**src/rtl/uart_rx.sv**
```systemverilog
// uart_rx: 8N1 UART receiver driven by a 16x oversampling strobe from
// baud_rate_gen. Presents each received byte with a sticky ready flag and
// framing-error and overrun status.
//
// Optional feature macro: UART_RX_PARITY_EN
//   defined   -> a parity bit is expected between the data bits and the stop
//                bit, and a parity_err output (even parity) is added.
//   undefined -> plain 8N1 framing with no parity_err port.
//
// FSM states
//   state    | meaning
//   ---------+---------------------------------------------------------------
//   S_IDLE   | line idle, waiting for a low rx_s on a strobe
//   S_START  | counting to the middle of the start bit to reject glitches
//   S_DATA   | sampling data bits at bit centres, LSB first
//   S_PARITY | sampling the parity bit (only with UART_RX_PARITY_EN)
//   S_STOP   | sampling the stop bit, then publishing the byte

module uart_rx #(
   parameter int DATA_BITS  = 8,
   parameter int OVERSAMPLE = 16
) (
   input  logic                 clk_50m,
   input  logic                 rst,
   input  logic                 rxclk_en,
   input  logic                 rx,
   input  logic                 rdy_clr,
   output logic [DATA_BITS-1:0] data,
   output logic                 rdy,
   output logic                 frame_err,
`ifdef UART_RX_PARITY_EN
   output logic                 overrun,
   output logic                 parity_err
`else
   output logic                 overrun
`endif
);

   localparam int CW = $clog2(OVERSAMPLE);
   localparam int BW = (DATA_BITS > 1) ? $clog2(DATA_BITS) : 1;

   // Sample point inside the start bit, and the sample point of every later
   // bit (one full bit period after the previous sample).
   localparam logic [CW-1:0] CNT_MID  = CW'(OVERSAMPLE / 2 - 1);
   localparam logic [CW-1:0] CNT_LAST = CW'(OVERSAMPLE - 1);
   localparam logic [BW-1:0] BIT_LAST = BW'(DATA_BITS - 1);

`ifdef UART_RX_PARITY_EN
   typedef enum logic [2:0] {
      S_IDLE,
      S_START,
      S_DATA,
      S_PARITY,
      S_STOP
   } state_t;
`else
   typedef enum logic [2:0] {
      S_IDLE,
      S_START,
      S_DATA,
      S_STOP
   } state_t;
`endif

   state_t               state;
   logic                 rx_meta;
   logic                 rx_s;
   logic [CW-1:0]        sample_cnt;
   logic [BW-1:0]        bit_cnt;
   logic [DATA_BITS-1:0] shift_reg;
`ifdef UART_RX_PARITY_EN
   logic                 parity_bit;
`endif

   // Two-flop synchroniser for the asynchronous rx pin; resets to idle-high.
   always_ff @(posedge clk_50m) begin
      if (rst) begin
         rx_meta <= 1'b1;
         rx_s    <= 1'b1;
      end else begin
         rx_meta <= rx;
         rx_s    <= rx_meta;
      end
   end

   // Frame FSM with registered byte and status outputs.
   always_ff @(posedge clk_50m) begin
      if (rst) begin
         state      <= S_IDLE;
         sample_cnt <= '0;
         bit_cnt    <= '0;
         shift_reg  <= '0;
         data       <= '0;
         rdy        <= 1'b0;
         frame_err  <= 1'b0;
         overrun    <= 1'b0;
`ifdef UART_RX_PARITY_EN
         parity_bit <= 1'b0;
         parity_err <= 1'b0;
`endif
      end else begin
         // Host clear; a frame completing in this same cycle overrides it below.
         if (rdy_clr) begin
            rdy     <= 1'b0;
            overrun <= 1'b0;
         end

         case (state)
            S_IDLE: begin
               if (rxclk_en && !rx_s) begin
                  sample_cnt <= '0;
                  bit_cnt    <= '0;
                  state      <= S_START;
               end
            end

            S_START: begin
               if (rxclk_en) begin
                  if (sample_cnt == CNT_MID) begin
                     sample_cnt <= '0;
                     // A line that is already high again mid start bit was noise.
                     state      <= rx_s ? S_IDLE : S_DATA;
                  end else begin
                     sample_cnt <= sample_cnt + 1'b1;
                  end
               end
            end

            S_DATA: begin
               if (rxclk_en) begin
                  if (sample_cnt == CNT_LAST) begin
                     sample_cnt <= '0;
                     shift_reg  <= {rx_s, shift_reg[DATA_BITS-1:1]};
                     if (bit_cnt == BIT_LAST) begin
                        bit_cnt <= '0;
`ifdef UART_RX_PARITY_EN
                        state   <= S_PARITY;
`else
                        state   <= S_STOP;
`endif
                     end else begin
                        bit_cnt <= bit_cnt + 1'b1;
                     end
                  end else begin
                     sample_cnt <= sample_cnt + 1'b1;
                  end
               end
            end

`ifdef UART_RX_PARITY_EN
            S_PARITY: begin
               if (rxclk_en) begin
                  if (sample_cnt == CNT_LAST) begin
                     sample_cnt <= '0;
                     parity_bit <= rx_s;
                     state      <= S_STOP;
                  end else begin
                     sample_cnt <= sample_cnt + 1'b1;
                  end
               end
            end
`endif

            S_STOP: begin
               if (rxclk_en) begin
                  if (sample_cnt == CNT_LAST) begin
                     sample_cnt <= '0;
                     data       <= shift_reg;
                     rdy        <= 1'b1;
                     frame_err  <= !rx_s;
                     // An unread byte being replaced is an overrun, unless the
                     // host is acknowledging it in this very cycle.
                     overrun    <= rdy_clr ? 1'b0 : (overrun | rdy);
`ifdef UART_RX_PARITY_EN
                     parity_err <= ^{shift_reg, parity_bit};
`endif
                     // Back to idle at once so a back-to-back start bit is seen
                     // on the next strobe.
                     state      <= S_IDLE;
                  end else begin
                     sample_cnt <= sample_cnt + 1'b1;
                  end
               end
            end

            default: begin
               state      <= S_IDLE;
               sample_cnt <= '0;
               bit_cnt    <= '0;
            end
         endcase
      end
   end

endmodule

```
**config.mk**
```make
export PLATFORM = sky130hd
export DESIGN_NAME = uart_rx
export DESIGN_NICKNAME = d
export VERILOG_FILES = /design/src/rtl/uart_rx.sv
export SDC_FILE = /design/constraint.sdc
export NUM_CORES = 1
export LEC_CHECK = 0
export BUFFER_PORTS_ARGS = -buffer_cell sky130_fd_sc_hd__buf_2
export CAP_MARGIN = 15
export CORE_ASPECT_RATIO = 0.8
export CORE_MARGIN = 5
export CORE_UTILIZATION = 55
export CTS_BUF_LIST = sky130_fd_sc_hd__clkbuf_2
export DETAILED_ROUTE_END_ITERATION = 6
export PLACE_DENSITY = 0.76
export SETUP_SLACK_MARGIN = 0.4
export SYNTH_ARGS = -nofsm -noshare
export SYNTH_HDL_FRONTEND = slang
export SYNTH_SLANG_ARGS = --single-unit
export TNS_END_PERCENT = 50
```
**constraint.sdc**
```tcl
create_clock -name clk_50m -period 2.2 [get_ports clk_50m]
set_input_delay 0.11 -clock clk_50m [delete_from_list [all_inputs] [get_ports clk_50m]]
set_output_delay 0.11 -clock clk_50m [all_outputs]
set_load 0.02 [all_outputs]
```
## Word-level counts from Yosys, hierarchy flattened

Index checks and enable logic that the tools add are counted.

- Bits in registers: 31
- Bits in latches: 0
- Memory bits (writable): 0
- Memory bits (read-only): 0
- Logic and storage cells: 69
- Memories kept: 0

- Add/subtract/negate cells: 2
- Multipliers: 0
- Div/mod/pow operators: 0
- Order comparisons: 0
- Eq/ne operators: 15
- Shifts and indexed selects: 0
- Multiplexer cells: 30
- Bitwise operators: 2
- Reductions and logical operators: 10

Operator list:

| cell | number |
|---|---|
| two-way mux 3 bit | 12 |
| two-way mux 4 bit | 5 |
| inequality test 2 bit (second input constant) | 8 |
| one-hot mux 3 bit (4 select lines) | 1 |
| one-hot mux 4 bit (3 select lines) | 1 |
| two-way mux 1 bit | 9 |
| one-hot mux 3 bit (3 select lines) | 1 |
| AND reduction 3 bit | 3 |
| AND reduction 8 bit | 1 |
| == test 3 x 2 -> 1 bit (second input constant) | 2 |
| adder 4 x 1 -> 4 bit (second input constant) | 1 |
| == test 4 x 3 -> 1 bit (second input constant) | 1 |
| == test 4 bit (second input constant) | 1 |
| AND reduction 4 bit | 1 |
| OR reduction 2 bit | 2 |
| adder 3 x 1 -> 3 bit (second input constant) | 1 |
| == test 3 x 1 -> 1 bit (second input constant) | 1 |
| == test 3 bit (second input constant) | 1 |
| logical NOT 3 bit | 1 |
| two-way mux 2 bit | 1 |
| inequality test 2 x 1 -> 1 bit (second input constant) | 1 |
| logical AND 1 bit | 1 |
| logical NOT 1 bit | 1 |
| NOT 1 bit | 1 |
| OR 1 bit | 1 |

## Longest topological paths before layout

Gate-level depths: netlist of the first run.

- Word-level depth: 5
- Depth in mapped cells: 6

## Worst setup path after synthesis of the first run

Ideal clock, no wire load.

- Path kind: register to register
- Start point: register sample_cnt[0]
- End point: register bit_cnt[2]
- Setup time: 0.070 ns
- Data arrival time: 1.433 ns
- Setup slack: 0.696 ns
- Cell stages (with the launch flop): 6
- Clock period less this slack: 1.504 ns
- Cell sequence: dfxtp_1 -> ha_1 -> nand3_1 -> a2111oi_4 -> nand4b_1 -> a21oi_1

- Word-level cells in the longest chain between the ends: 3

RTL lines:

| what | RTL line | RTL |
|---|---|---|
| start, declared | 68 | `logic [CW-1:0] sample_cnt;` |
| start signal, assigned | 124 | `sample_cnt <= sample_cnt + 1'b1;` |
| start signal, assigned | 145 | `sample_cnt <= sample_cnt + 1'b1;` |
| start signal, assigned | 181 | `sample_cnt <= sample_cnt + 1'b1;` |
| == test 4 bit | 131 | `if (sample_cnt == CNT_LAST) begin` |
| inequality test 2 bit (no source line) | -- |  |
| AND reduction 4 bit (no source line) | -- |  |
| end signal, assigned | 142 | `bit_cnt <= bit_cnt + 1'b1;` |
| end, declared | 69 | `logic [BW-1:0] bit_cnt;` |

No other way between the ends.
A chain may end at the register's enable or synchronous reset.

## Final worst setup path of the first run

- Start point: register sample_cnt[0]
- End point: register data[4]

- Word-level cells in the longest chain between the ends: 2

RTL lines:

| what | RTL line | RTL |
|---|---|---|
| == test 4 bit | 166 | `if (sample_cnt == CNT_LAST) begin` |
| AND reduction 3 bit (no source line) | -- |  |
| end signal, assigned | 168 | `data <= shift_reg;` |
| end, declared | 28 | `output logic [DATA_BITS-1:0] data,` |

No other way between the ends.

==> qor.txt, run 1 <==
Reg clk slew, reported paths: 0.16 ns
ANT nets after route: 0
1st-iter DRT viols: 23
clk buf depth: 2
Final Hold Fails: 0
fmax: 0.621 GHz
Finished Core Util: 66.7%
chip width: 63.1 um
layout cells sized above 1: 19.9%
clock sinks: 30
Net Sw Frac: 19.5%
fin crit share: 73.1%
largest net degree at the start of global routing: 32
Worst path slowest cell: dfxtp_1
Pins Over Slew Limit: 0
worst slew pin tran: 0.514 ns
area leader, netlist: dfxtp_1
relative slew slack: 65.7%
GPL Wtd Cong: 0.791
Bufs and invs on worst path: 1
synth unique cells: 28
Post-DP HPWL: 1.47 mm
Worst R2R Setup Slack: 0.59 ns
cell area after synthesis: 1240 sq um
drt pass-1 iters: 4
top-level I/O count: 16
n_diodes: 0
skew final: 0.0119 ns
Leakage: 0.560 nW
final-layout fill cell count: 172
syn nets: 138
HP Class: in -> reg
WP data required: 2.44 ns
Seq/Total Area, Yosys: 48.5%
Mapped Cells: 130
Final #Nets: 158
die height: 52.4 um
peak supply drop: 0.656 mV
Critical Path Sink Type: flop
grt ovf: 0
Yosys warning total: 0
Fin Hold WS: 0.0705 ns
Power Density: 742 nW/um^2
IO Port Bufs: 15
crit path launch type: flop
Syn-to-layout area delta: 16.3%
vias in the first global route: 893
fin crit period: 1.61 ns
logic gate share of total power: 2.6%
post-CTS setup buffer count: 0
Core Footprint: 2160 sq um
post-DR vias/cell: 5.36
Internal: 0.861 mW
FF+latch area: 601 sq um
DIE AREA: 3310 sq um
wire length reported by the detailed router: 2.14 mm
first-pass GRT wire length: 3.71 mm
mean post-synth cell area: 9.53 sq um
H-tree Lvls: 2
Site Rows: 15
area of the multi-input gates: 594 sq um
CP peak stage delay: 0.41 ns
Hold EP: sample_cnt[1]$_SDFFE_PP0P_
routed via count: 943
Clk pwr share: 46.0%
Max-Cap Viols: 0
R2R depth: 6
top cell type's share of synthesized area: 48.5%
setup_tns: 0 ns
Clock Latency Late Sink: 0.35 ns
Yosys reg bits: 30
Top cell by count, worst path: nor2_1
Setup CP Type: reg -> reg
GR Util All Layers: 14.6%
R2R Path Start: sample_cnt[0]$_SDFFE_PP0P_
family with the most delay on the worst path: simple AND/OR/NAND/NOR gates
crit path cell chain: ha_2 > nand4_1 > nor2_1 > buf_4 > mux2i_1 > nor2_1
P_sw: 0.208 mW
R2R Path End: data[4]$_SDFFE_PP0P_
critical-path maximum fanout: 6
unrepaired setup endpoints after global routing: no
CTS tree: done
DR WL/cell: 12.1 um
Initial Util: 57.4%
endpoints failing setup: 0
arrival time worst endpoint: 1.85 ns
Synth area leaders: dfxtp_1 48%, mux2i_1 15%, nor2_1 7.6%
sequential fraction of design power: 51.5%
TritonCTS Buffers: 5
antenna violations before repair: 0
DRC Markers: 0
Root Buffer Master: clkbuf_2
Hold Path Cell Cnt: 3
hold_sp: rxclk_en
status: completed
==> power by group through the flow <==
| stage | clock, mW | combinational [mW] | sequential, mW |
|---|---|---|---|
| 2_1_floorplan | 0 | 0.0193 | 0.559 |
| 3_3_place_gp | 0 | 0.0245 | 0.562 |
| 3_5_place_dp | 0 | 0.0250 | 0.562 |
| 4_1_cts | 0.502 | 0.0278 | 0.550 |
| 5_1_grt | 0.534 | 0.0312 | 0.551 |
| 6_report | 0.491 | 0.0275 | 0.550 |
==> Yosys cell counts <==
| master | count |
|---|---|
| a2111oi_4 | 1 |
| a21o_1 | 1 |
| a21oi_1 | 8 |
| and2_1 | 1 |
| buf_2 | 1 |
| buf_4 | 2 |
| clkbuf_1 | 3 |
| dfxtp_1 | 30 |
| ha_1 | 3 |
| inv_1 | 4 |
| mux2i_1 | 18 |
| nand2_1 | 6 |
| nand2b_1 | 3 |
| nand3_1 | 4 |
| nand4_1 | 2 |
| nand4b_1 | 1 |
| nor2_1 | 25 |
| nor2_4 | 1 |
| nor2b_1 | 1 |
| nor3_1 | 3 |
| o211ai_1 | 1 |
| o21ai_0 | 4 |
| o221a_2 | 1 |
| o22ai_1 | 1 |
| o31ai_1 | 1 |
| or2_2 | 2 |
| or4b_1 | 1 |
| xor2_1 | 1 |
==> cell families after synthesis <==
kind of cell / Yosys count / synth area share, %
flops: 30 / 48.5
compound gates: 18 / 10.3
fa+ha+maj: 3 / 3.03
simple gates: 50 / 19.2
mux: 18 / 14.5
buf+inv: 10 / 3.74
xor+xnor: 1 / 0.707
==> routing by layer <==
| metal | GRT usage [%] | share of wire (%) | vias up |
|---|---|---|---|
| met5 | 0 | 0 | - |
| met2 | 24.4 | 46 | 18 |
| met1 | 15.8 | 47 | 434 |
| met3 | 7.08 | 5.8 | 5 |
| met4 | 6.01 | 1.4 | 0 |
| li1 | - | - | 486 |
==> worst reg2reg max path: stages, from the launching register on <==
cell	delay (ns)
dfxtp_1	0.41
ha_2	0.24
nand4_1	0.18
nor2_1	0.20
buf_4	0.20
mux2i_1	0.22
nor2_1	0.06
==> placed cells by master (no fill, tap or decap), types with 2 or more instances in the layout <==
cell and count:
ha_1 2, buf_2 15, nand2b_1 3, nand4_1 2
mux2i_1 18, nor3_1 3, inv_1 4, dlygate4sd3_1 2
nand3_1 4, nand2_1 6, buf_4 2, bufinv_16 2
or2_2 2, clkbuf_2 5, a21oi_1 8, o21ai_0 4
nor2_1 25, dfxtp_1 30
==> cell type report <==
type                            count  area share, %
Clock buffer                        5           1.74
Clock inverter                      3           4.43
Inverter                            4           1.04
Multi-Input combinational cell     90           41.3
Sequential cell                    30           41.7
Tap cell                           25           2.17
Timing Repair Buffer               19           7.65
==> stage by stage <==
step / instance area [sq um] / setup slack (ns) / instances / total power, mW
after CTS: 1440 / 0.524 / 176 / 1.08
after global placement: 1330 / 0.614 / 166 / 0.586
after floorplan: 1240 / 0.696 / 130 / 0.579
after global routing: 1440 / 0.404 / 176 / 1.12
final: 1440 / 0.591 / 176 / 1.07
after detailed placement: 1330 / 0.578 / 166 / 0.587
==> worst max-delay path by stage <==
stage,from,end,slack (ns),depth (start not counted)
4_1_cts,sample_cnt[0]$_SDFFE_PP0P_,bit_cnt[2]$_SDFFE_PP0P_,0.52,5
3_3_place_gp,sample_cnt[0]$_SDFFE_PP0P_,bit_cnt[2]$_SDFFE_PP0P_,0.61,5
5_1_grt,state[1]$_SDFFE_PP0P_,bit_cnt[2]$_SDFFE_PP0P_,0.40,4
6_report,sample_cnt[0]$_SDFFE_PP0P_,data[4]$_SDFFE_PP0P_,0.59,6
2_1_floorplan,sample_cnt[0]$_SDFFE_PP0P_,bit_cnt[2]$_SDFFE_PP0P_,0.70,5
3_5_place_dp,sample_cnt[0]$_SDFFE_PP0P_,bit_cnt[2]$_SDFFE_PP0P_,0.58,5
==> what timing repair did <==
item,in CTS,in global routing
endpoints found under the hold margin,2,0
hold buffers,2,0
setup endpoints to repair,0,2
gates resized for setup,0,1
Power figures use the tool's default switching activity.
==> run 2: changes to the inputs <==
==> constraint.sdc (replaced) <==
create_clock -name clk_50m -period 1.59 [get_ports clk_50m]
set_input_delay 0.0795 -clock clk_50m [delete_from_list [all_inputs] [get_ports clk_50m]]
set_output_delay 0.0795 -clock clk_50m [all_outputs]
set_load 0.02 [all_outputs]
==> qor.txt, run 2 (synthesized netlist as in run 1, its figures left out) <==
Power Density: 741 nW/um^2 (-0.13%)
DR WL/cell: 13.7 um (+13%)
1st-iter DRT viols: 34 (+48%)
Clock Latency Late Sink: 0.33 ns (-0.02 ns)
R2R Path End: data[2]$_SDFFE_PP0P_
relative slew slack: 65.4% (-0.37 points)
peak supply drop: 0.718 mV (+9.6%)
IO Port Bufs: 15 (unchanged)
DIE AREA: 3310 sq um (unchanged)
Final Hold Fails: 0 (unchanged)
fin crit share: 94.1% (+21 points)
crit path cell chain: ha_4 > nand4_1 > nor2_2 > buf_12 > mux2i_2 > nor2_1
die height: 52.4 um (unchanged)
vias in the first global route: 995 (+11%)
Pins Over Slew Limit: 0 (unchanged)
routed via count: 1033 (+9.5%)
Post-DP HPWL: 1.72 mm (+17%)
Syn-to-layout area delta: 25.5%
fmax: 0.668 GHz (+7.5%)
TritonCTS Buffers: 5 (unchanged)
layout cells sized above 1: 32.9% (+13 points)
R2R Path Start: sample_cnt[1]$_SDFFE_PP0P_
Setup CP Type: reg -> reg
drt pass-1 iters: 4 (unchanged)
crit path launch type: flop
antenna violations before repair: 0 (unchanged)
ANT nets after route: 0 (unchanged)
fin crit period: 1.50 ns (-0.113 ns)
HP Class: in -> reg
first-pass GRT wire length: 4.24 mm (+14%)
Hold Path Cell Cnt: 3 (unchanged)
Initial Util: 57.4% (unchanged)
DRC Markers: 0 (unchanged)
Core Footprint: 2160 sq um (unchanged)
WP data required: 1.81 ns (-0.63 ns)
Worst R2R Setup Slack: 0.09 ns (-0.50 ns)
endpoints failing setup: 0 (unchanged)
H-tree Lvls: 2 (unchanged)
CP peak stage delay: 0.40 ns (about the same)
chip width: 63.1 um (unchanged)
Worst path slowest cell: dfxtp_4
largest net degree at the start of global routing: 32 (unchanged)
Critical Path Sink Type: flop
clock sinks: 30 (unchanged)
Max-Cap Viols: 0 (unchanged)
Reg clk slew, reported paths: 0.15 ns (about the same)
Root Buffer Master: clkbuf_2
leading cell types in the layout, fill and taps excluded: 25 x dfxtp_1, 23 x nor2_1, 15 x mux2i_1, 15 x buf_2, 10 x buf_4
GR Util All Layers: 16.7% (+2.1 points)
R2R depth: 6 (unchanged)
commonest non-fill, non-tap cell in the layout: dfxtp_1
n_diodes: 0 (unchanged)
post-placement cell count: 167 (+0.60%)
setup_tns: 0 ns (unchanged)
CTS tree: done
skew final: 0.00650 ns (-0.00542 ns)
post-DR vias/cell: 5.55 (+3.7%)
unrepaired setup endpoints after global routing: yes
grt ovf: 0 (unchanged)
Site Rows: 15 (unchanged)
Hold EP: sample_cnt[1]$_SDFFE_PP0P_
critical-path maximum fanout: 10 (+4)
worst slew pin tran: 0.520 ns (+0.00551 ns)
Final #Nets: 168 (+6.3%)
wire length reported by the detailed router: 2.55 mm (+19%)
fin cells: 186 (+5.7%)
Leakage: 0.603 nW (+7.6%)
hold_sp: rxclk_en
clk buf depth: 2 (unchanged)
status: completed
arrival time worst endpoint: 1.71 ns (-0.14 ns)
top-level I/O count: 16 (unchanged)
GPL Wtd Cong: 0.817 (+3.3%)
## run 2: how the worst max path moves through the flow
stage,startpoint,end,cells after the start
after floorplan,sample_cnt[0]$_SDFFE_PP0P_,data[0]$_SDFFE_PP0P_,6
after global routing,sample_cnt[1]$_SDFFE_PP0P_,data[3]$_SDFFE_PP0P_,6
after CTS,sample_cnt[1]$_SDFFE_PP0P_,data[5]$_SDFFE_PP0P_,6
after detailed placement,state[1]$_SDFFE_PP0P_,bit_cnt[2]$_SDFFE_PP0P_,4
final,sample_cnt[1]$_SDFFE_PP0P_,data[2]$_SDFFE_PP0P_,6
after global placement,state[1]$_SDFFE_PP0P_,bit_cnt[2]$_SDFFE_PP0P_,4
## run 2: per-layer routing
layer  track usage, %  part of all wire, %  up-vias  wire length (um)
met5                0                    0        -                 0
met4             4.24                 0.51        0                13
met3             6.44                  6.0        2               152
met2             30.2                   50       36              1280
met1             18.4                   43      489              1100
li1                 -                    -      506                 -
## run 2: area by class of cell
type	instances	area, sq um
clock inverters	2	8.76
multi-input cells	90	644
inverters	4	15.0
repair buffers	29	210
flip-flops and latches	30	614
clock buffers	6	30.0
well taps	25	31.3
fillers	167	604
## run 2: power by group
group	internal, mW	switching (mW)	leakage [nW]
registers	0.751	0.00409	0.246
clock network	0.109	0.242	0.0304
logic	0.0201	0.0264	0.327
total	0.880	0.272	0.603
## run 2: critical path, delay by kind of cell, from the launching register on
family / cells / cell delay, ns
adders and majority gates: 1 / 0.16
and+or+nand+nor: 3 / 0.44
buffers and inverters: 1 / 0.16
muxes: 1 / 0.21
DFF: 1 / 0.40
## run 2: through the flow
stage | instance area [sq um] | hold slack, ns | worst slack [ns] | util [%] | power (mW)
2_1_floorplan | 1260 | 0.159 | 0.239 | - | 0.801
3_3_place_gp | 1370 | 0.260 | 0.145 | 63.3 | 0.813
3_5_place_dp | 1370 | 0.270 | 0.0465 | 63.3 | 0.815
4_1_cts | 1520 | 0.0221 | 0.107 | 70.4 | 1.16
5_1_grt | 1550 | 0.0303 | -0.00392 | 72.0 | 1.21
6_report | 1550 | 0.0442 | 0.0937 | 72.0 | 1.15
## run 2: timing repair
action,4_1_cts,5_1_grt
setup buffers,8,1
pin swaps,4,7
setup endpoints to repair,27,28
hold endpoints to repair,2,0
hold buffers,2,0
gates resized for setup,6,10
==> run 3: changes to the inputs <==
--- a/config.mk
+++ b/config.mk
@@ -7,12 +7,12 @@
 export LEC_CHECK = 0
 export BUFFER_PORTS_ARGS = -buffer_cell sky130_fd_sc_hd__buf_2
 export CAP_MARGIN = 15
-export CORE_ASPECT_RATIO = 0.8
 export CORE_MARGIN = 5
 export CORE_UTILIZATION = 55
 export CTS_BUF_LIST = sky130_fd_sc_hd__clkbuf_2
 export DETAILED_ROUTE_END_ITERATION = 6
 export PLACE_DENSITY = 0.76
+export REMOVE_ABC_BUFFERS = 1
 export SETUP_SLACK_MARGIN = 0.4
 export SYNTH_ARGS = -nofsm -noshare
 export SYNTH_HDL_FRONTEND = slang
==> qor.txt, run 3 (synthesized netlist as in run 1, its figures left out) <==
chip width: 57.5 um (-8.9%)
wire length reported by the detailed router: 2.37 mm (-7.1%)
IO Port Bufs: 15 (unchanged)
fin crit share: 91.5% (-2.6 points)
crit path launch type: flop
Site Rows: 17 (+2)
Critical Path Sink Type: flop
clock sinks: 30 (unchanged)
GPL Wtd Cong: 0.811 (-0.75%)
grt ovf: 0 (unchanged)
Syn-to-layout area delta: 23.9%
CP peak stage delay: 0.41 ns (about the same)
TritonCTS Buffers: 5 (unchanged)
Pins Over Slew Limit: 0 (unchanged)
Core Footprint: 2190 sq um (+1.5%)
Power Density: 846 nW/um^2 (+14%)
critical-path maximum fanout: 4 (-6)
DRC Markers: 0 (unchanged)
final-layout fill cell count: 163 (-2.4%)
status: completed
post-DR vias/cell: 5.36 (-3.5%)
setup_tns: 0 ns (unchanged)
Reg clk slew, reported paths: 0.14 ns (about the same)
largest net degree at the start of global routing: 32 (unchanged)
die height: 57.5 um (+9.6%)
crit path cell chain: ha_4 > nand3_2 > a2111oi_4 > buf_4 > nand3_1 > o31ai_1
arrival time worst endpoint: 1.73 ns (+0.02 ns)
Initial Util: 56.5% (-0.85 points)
Setup CP Type: reg -> reg
Leakage: 0.606 nW (+0.50%)
Fin Hold WS: 0.0562 ns (+0.0120 ns)
Clock Latency Late Sink: 0.34 ns (about the same)
DIE AREA: 3300 sq um (-0.18%)
fmax: 0.687 GHz (+2.9%)
leading cell types in the layout, fill and taps excluded: 26 x dfxtp_1, 24 x nor2_1, 18 x mux2i_1
unrepaired setup endpoints after global routing: yes
Placed Area: 1370 sq um (+0.27%)
Worst path slowest cell: a2111oi_4
clk buf depth: 2 (unchanged)
worst slew pin tran: 0.546 ns (+0.0262 ns)
Final #Nets: 168 (unchanged)
area of the multi-input gates: 616 sq um (-4.5%)
peak supply drop: 0.586 mV (-18%)
FF+latch area: 606 sq um (-1.4%)
GR Util All Layers: 16.3% (-0.32 points)
endpoints failing setup: 0 (unchanged)
vias in the first global route: 1012 (+1.7%)
Root Buffer Master: clkbuf_2
layout cells sized above 1: 28.7% (-4.2 points)
H-tree Lvls: 2 (unchanged)
Post-DP HPWL: 1.59 mm (-7.4%)
DR WL/cell: 12.6 um (-8.1%)
relative slew slack: 63.6% (-1.7 points)
antenna violations before repair: 0 (unchanged)
HP Class: in -> reg
fin crit period: 1.45 ns (-0.0415 ns)
routed via count: 1008 (-2.4%)
CTS tree: done
drt pass-1 iters: 4 (unchanged)
WP data required: 1.86 ns (+0.05 ns)
top-level I/O count: 16 (unchanged)
Final Hold Fails: 0 (unchanged)
skew final: 0.00606 ns (-0.000445 ns)
Max-Cap Viols: 0 (unchanged)
n_diodes: 0 (unchanged)
ANT nets after route: 0 (unchanged)
1st-iter DRT viols: 10 (-71%)
first-pass GRT wire length: 4.17 mm (-1.8%)
commonest non-fill, non-tap cell in the layout: dfxtp_1
final instance area: 1540 sq um (-1.2%)
-- run 3: changes by cell type in the layout (fill, tap and decap cells not counted), moves of 2 or more --
| cell | previous run | this run |
|---|---|---|
| buf_6 | 0 | 2 |
| mux2i_1 | 15 | 18 |
| mux2i_2 | 3 | 0 |
| dfxtp_2 | 2 | 4 |
| dfxtp_4 | 3 | 0 |
-- run 3: area by class of cell --
type / count / area share (%)
multi-input combinational: 90 / 40.1
sequential: 30 / 39.4
timing repair buffer: 29 / 13.4
tap: 28 / 2.28
clock inverter: 2 / 2.20
clock buffer: 5 / 1.63
inverter: 4 / 0.978
-- run 3: metrics by stage --
stage	power, mW	worst slack (ns)	util, %	instances
floorplan	0.791	-0.253	-	124
global placement	0.814	0.0522	62.5	174
CTS	1.32	0.150	68.8	187
finish	1.30	0.135	70.1	188
global route	1.36	0.0477	70.1	188
detailed placement	0.815	-0.0405	62.5	174
-- run 3: critical path, delay by kind of cell, from the launching register on --
| kind | cells | cell delay (ns) |
|---|---|---|
| AOI/OAI and AO/OA | 2 | 0.48 |
| adders and majority gates | 1 | 0.16 |
| buffers and inverters | 1 | 0.19 |
| DFF | 1 | 0.38 |
| and+or+nand+nor | 2 | 0.19 |
-- run 3: final timing paths --
check | from | end | slack (ns) | depth (start not counted)
hold reg to reg | rx_meta$_SDFF_PP1_ | rx_s$_SDFF_PP1_ | 0.43 | 1
setup reg to reg | sample_cnt[0]$_SDFFE_PP0P_ | bit_cnt[0]$_SDFFE_PP0P_ | 0.14 | 6
setup / recovery | sample_cnt[0]$_SDFFE_PP0P_ | bit_cnt[0]$_SDFFE_PP0P_ | 0.14 | 6
hold / removal | rxclk_en | sample_cnt[1]$_SDFFE_PP0P_ | 0.06 | 3
-- run 3: per-layer routing --
metal	track usage, %	up-vias	wire [um]
li1	-	505	-
met1	18.8	469	1030
met2	26.0	27	1160
met3	4.98	7	115
met4	10.6	0	52
met5	0	-	0
-- run 3: power by group --
group	total (mW)	switching, mW	internal, mW
Sequential	0.760	0.00400	0.756
Clock	0.495	0.241	0.254
Combinational	0.0446	0.0259	0.0187
-- run 3: repair_timing --
item                       4_1_cts  5_1_grt
hold endpoints to repair         2        0
hold buffers                     2        0
cloned                           0        0
setup endpoints to repair       27       28
pin swaps                        4        4
gates resized for setup          4        8
setup buffers                    4        1
